**config.mk**
```make
export PLATFORM = sky130hd
export DESIGN_NAME = serial_adder_unit
export DESIGN_NICKNAME = d
export VERILOG_FILES = /design/src/rtl/serial_adder_unit.sv
export SDC_FILE = /design/constraint.sdc
export NUM_CORES = 1
export LEC_CHECK = 0
export ABC_AREA = 1
export BUFFER_PORTS_ARGS = -buffer_cell sky130_fd_sc_hd__buf_2
export CORE_MARGIN = 5
export CORE_UTILIZATION = 35
export CTS_CLUSTER_SIZE = 12
export DETAILED_ROUTE_END_ITERATION = 8
export PLACE_DENSITY = 0.66
export REMOVE_ABC_BUFFERS = 1
export SKIP_LAST_GASP = 1
export SYNTH_ARGS = -nofsm -noshare
export SYNTH_HDL_FRONTEND = slang
export SYNTH_HIERARCHICAL = 1
export SYNTH_SLANG_ARGS = --single-unit
```
**constraint.sdc**
```tcl
create_clock -name clk -period 2.9 [get_ports clk]
set_input_delay 0.29 -clock clk [delete_from_list [all_inputs] [get_ports clk]]
set_output_delay 0.29 -clock clk [all_outputs]
set_load 0.01 [all_outputs]
```
**src/rtl/serial_adder_unit.sv**
```systemverilog
// Bit-serial WIDTH-bit adder. One full-adder bit slice and a carry flop
// add the operands LSB-first, one bit per clock. Operands arrive over a
// valid/ready handshake, and the result leaves over a second valid/ready
// handshake. The sum, carry-out and signed overflow stay on the outputs
// until the next operand pair is accepted.

module structural_full_adder (
    input  logic a_i,
    input  logic b_i,
    input  logic c_i,
    output logic s_o,
    output logic c_o
);
    logic p_s;

    assign p_s = a_i ^ b_i;
    assign s_o = p_s ^ c_i;
    assign c_o = (a_i & b_i) | (p_s & c_i);
endmodule

module serial_adder_unit #(
    parameter int unsigned WIDTH = 8
) (
    input  logic             clk,
    input  logic             reset_n,
    input  logic             in_valid,
    output logic             in_ready,
    input  logic [WIDTH-1:0] a,
    input  logic [WIDTH-1:0] b,
    input  logic             carryin,
    output logic             out_valid,
    input  logic             out_ready,
    output logic [WIDTH-1:0] sum,
    output logic             carryout,
    output logic             overflow,
    output logic             busy
);
    localparam int unsigned CNT_W = $clog2(WIDTH);
    localparam logic [CNT_W-1:0] LAST_BIT = CNT_W'(WIDTH - 1);

    typedef enum logic [1:0] {
        IDLE = 2'b00,
        RUN  = 2'b01,
        DONE = 2'b10
    } state_t;

    state_t           state_q, state_d;
    logic [WIDTH-1:0] a_sh_q, a_sh_d;
    logic [WIDTH-1:0] b_sh_q, b_sh_d;
    logic [WIDTH-1:0] sum_sh_q, sum_sh_d;
    logic             carry_q, carry_d;
    logic [CNT_W-1:0] cnt_q, cnt_d;
    logic             ovf_q, ovf_d;
    logic             ready_q, ready_d;
    logic             valid_q, valid_d;
    logic             busy_q, busy_d;

    logic             fa_s_s;
    logic             fa_c_s;

    // The single bit slice always looks at the low bits of the shift registers.
    structural_full_adder u_fa (
        .a_i (a_sh_q[0]),
        .b_i (b_sh_q[0]),
        .c_i (carry_q),
        .s_o (fa_s_s),
        .c_o (fa_c_s)
    );

    // Next-state logic: accept in IDLE, add one bit per cycle in RUN, hand off in DONE.
    always_comb begin
        state_d  = state_q;
        a_sh_d   = a_sh_q;
        b_sh_d   = b_sh_q;
        sum_sh_d = sum_sh_q;
        carry_d  = carry_q;
        cnt_d    = cnt_q;
        ovf_d    = ovf_q;
        case (state_q)
            IDLE: begin
                if (in_valid) begin
                    a_sh_d   = a;
                    b_sh_d   = b;
                    carry_d  = carryin;
                    cnt_d    = '0;
                    sum_sh_d = '0;
                    ovf_d    = 1'b0;
                    state_d  = RUN;
                end else begin
                    state_d  = IDLE;
                end
            end
            RUN: begin
                sum_sh_d = {fa_s_s, sum_sh_q[WIDTH-1:1]};
                a_sh_d   = {1'b0, a_sh_q[WIDTH-1:1]};
                b_sh_d   = {1'b0, b_sh_q[WIDTH-1:1]};
                carry_d  = fa_c_s;
                cnt_d    = cnt_q + {{(CNT_W-1){1'b0}}, 1'b1};
                if (cnt_q == LAST_BIT) begin
                    // carry_q is still the carry into the MSB at this point.
                    ovf_d   = carry_q ^ fa_c_s;
                    state_d = DONE;
                end else begin
                    state_d = RUN;
                end
            end
            DONE: begin
                if (out_ready) begin
                    state_d = IDLE;
                end else begin
                    state_d = DONE;
                end
            end
            default: begin
                state_d = IDLE;
            end
        endcase
    end

    // Handshake and status flags are derived from the next state so they come straight from flops.
    always_comb begin
        ready_d = 1'b0;
        valid_d = 1'b0;
        busy_d  = 1'b0;
        case (state_d)
            IDLE: begin
                ready_d = 1'b1;
            end
            RUN: begin
                busy_d  = 1'b1;
            end
            DONE: begin
                valid_d = 1'b1;
                busy_d  = 1'b1;
            end
            default: begin
                ready_d = 1'b0;
            end
        endcase
    end

    // State, datapath and output flag registers. Reset drops any operation in flight.
    always_ff @(posedge clk or negedge reset_n) begin
        if (!reset_n) begin
            state_q  <= IDLE;
            a_sh_q   <= '0;
            b_sh_q   <= '0;
            sum_sh_q <= '0;
            carry_q  <= 1'b0;
            cnt_q    <= '0;
            ovf_q    <= 1'b0;
            ready_q  <= 1'b1;
            valid_q  <= 1'b0;
            busy_q   <= 1'b0;
        end else begin
            state_q  <= state_d;
            a_sh_q   <= a_sh_d;
            b_sh_q   <= b_sh_d;
            sum_sh_q <= sum_sh_d;
            carry_q  <= carry_d;
            cnt_q    <= cnt_d;
            ovf_q    <= ovf_d;
            ready_q  <= ready_d;
            valid_q  <= valid_d;
            busy_q   <= busy_d;
        end
    end

    assign in_ready  = ready_q;
    assign out_valid = valid_q;
    assign busy      = busy_q;
    assign sum       = sum_sh_q;
    assign carryout  = carry_q;
    assign overflow  = ovf_q;
endmodule

```
==> flow_metrics.tcl <==
set metrics [dict create \
    grt_max_degree 35 \
    syn_inst 195 \
    detailroute.wirelength.met3_um 194 \
    first_iter_violations 52 \
    cp-start-kind "register" \
    top_layer_used "met4" \
    cts.path.max_buffers 2 \
    ctsHoldBuffers 0 \
    finalCritPeriodShare_pct 62.7 \
    ctsResizeCount 0 \
    crit_required_ns 3.07 \
    wirelength_mm 3.18 \
    period_needed_ns 1.82 \
    ant_nets 0 \
    ys_ff_latch 34 \
    ir_worst_vdd_mv 0.430 \
    yosys_warnings 6 \
    antenna_found_initial 0 \
    wl_met2_mm 1.42 \
    hold_violations 0 \
    r2r_cells 6 \
    wl_met1_mm 1.52 \
    hold_class "input pin to asynchronous set/reset pin" \
    routed_via_density 4.55 \
    htreeDepth 2 \
    p_leak_uw 0.00109 \
    drv_cap 0 \
    fin_setup_tns_ns 0 \
    crit_arrival_ns 1.98 \
    yosys.cell_types.count 20 \
    grt-ovfl-total 0 \
    cts_tree "yes" \
    antenna_cells 0 \
    grt_pass1_wl_mm 5.67 \
    final_cell_mix "nand2_1, inv_1, dfrtp_1, buf_2, nand3_1" \
    max_freq_ghz 0.550 \
    fp.dieArea_um2 6060 \
    critPathCaptureType "register" \
    hold_slack_ns 0.0649 \
    coreArea_um2 4410 \
    final_common_cell "nand2_1" \
    setup-violations-final 0 \
    clk_latency_ns 0.29 \
    start_util_pct 36.5 \
    skew_ns 0.0103 \
    finalMaxSlewViolations 0 \
    finalNetCount 255 \
    r2r_setup_slack_ns 1.08 \
    worst_pin_slew_ns 0.741 \
    maxSlewHeadroom_pct 50.6 \
    grt_use_total_pct 11.8 \
    wl_per_cell_um 11.3 \
    ys_seq_area_share_pct 52.9 \
    grt_pass1_vias 1241 \
    drive_above_1_share_pct 20.9 \
    cts_post_setup_buffers_inserted 0 \
    status "completed" \
    cp_max_fo 28 \
    clk_pin_slew_worst_paths_ns 0.07 \
    rsz0062_at_grt "false" \
    vias 1282 \
    timing.rr.end "sum[0]" \
    die_h_um 77.8 \
    synth.cell_area_um2 1610 \
    gp_congestion 0.696 \
    dp_hpwl_mm 2.16 \
    dr.pass1.iters 4 \
    io_pins 34 \
    cts_root_buf "clkbuf_8" \
    final_util_pct 42.6 \
    crit_type "register to register" \
    drc 0 \
    placementRows 24 \
    die_width_um 77.8 \
    r2r_start "state_q[1]" \
    power_density_nw_per_um2 1040 \
    port_buffers 33 \
    cts_made_buffers 5 \
    cts.sinks 34 \
    syn_to_final_growth_pct 16.8 \
    synth.avg_cell_area_um2 8.26 \
]
stage by stage:
step / cell area (µm²) / total power, µW / setup slack, ns / std cells
floorplan: 1570 / 1400 / 1.45 / 189
global placement: 1800 / 1630 / 1.09 / 274
detailed placement: 1800 / 1650 / 1.03 / 274
CTS: 1880 / 1990 / 1.04 / 282
global route: 1880 / 2190 / 0.857 / 282
finish: 1880 / 1950 / 1.08 / 282
registers in the layout, summed over array words and instances, names as in the netlist:
name       cells
a_sh_q         8
b_sh_q         8
sum            8
cnt_q          3
state_q        2
busy           1
carryout       1
in_ready       1
out_valid      1
overflow       1
how the worst max path moves through the flow:
| stage | slack (ns) | end | cells past startpoint | startpoint |
|---|---|---|---|---|
| after CTS | 1.04 | sum[0] | 6 | state_q[1] |
| final | 1.08 | sum[0] | 6 | state_q[1] |
| after global routing | 0.86 | sum[0] | 6 | state_q[1] |
| after floorplan | 1.45 | sum[0] | 6 | state_q[1] |
| after global placement | 1.09 | sum[0] | 6 | state_q[1] |
| after detailed placement | 1.03 | sum[0] | 6 | state_q[1] |
synth_stat cells:
library cell  count  area (µm²)
dfstp_2           1        26.3
a21oi_2           1        8.76
nand2_1          67         251
o21ai_1           1        5.00
ha_1              4        50.1
nand2_4           1        11.3
nor2_4            1        11.3
nand2_2           2        12.5
fa_1              1        20.0
o22ai_1           6        37.5
o21ai_0           4        20.0
nor2_1            3        11.3
clkinv_2          1        5.00
nand3_1          25         125
dfrtp_1          33         826
inv_2             1        3.75
inv_1            36         135
buf_2             4        20.0
buf_6             2        22.5
nand3b_1          1        7.51
per-layer routing:
metal	vias up	track usage (%)
met1	587	15.3
met3	5	4.28
met2	30	17.6
li1	660	-
met5	-	0
met4	0	5.15
final cells by class:
| cell class | count | area (µm²) |
|---|---|---|
| fillers | 443 | 2530 |
| flip-flops and latches | 34 | 852 |
| multi-input cells | 117 | 572 |
| repair buffers | 33 | 165 |
| inverters | 38 | 144 |
| clock buffers | 6 | 72.6 |
| well taps | 52 | 65.1 |
| clock inverters | 2 | 10.0 |
power breakdown:
part / switching (µW) / internal, µW
clock network: 164 / 166
registers: 120 / 693
logic: 510 / 300
total: 793 / 1160
critical path, cell delays in order (launching register included):
cell and delay [ns]:
dfrtp_1 0.43, inv_2 0.11, nand2_4 0.18, nand2_2 0.43, clkinv_2 0.33, nand2_1 0.12
o21ai_0 0.08
kinds of logic (layout without fill, tap and decap cells):
kind of cell	Yosys count	after routing	synth area share, %
AND/OR/NAND/NOR	100	100	26.7
AO/OA/AOI/OAI	12	12	4.43
buffers and inverters	44	79	11.6
adder cells (fa/ha/maj)	5	5	4.35
flip-flops	34	34	52.9
(Power assumes the default switching activity.)
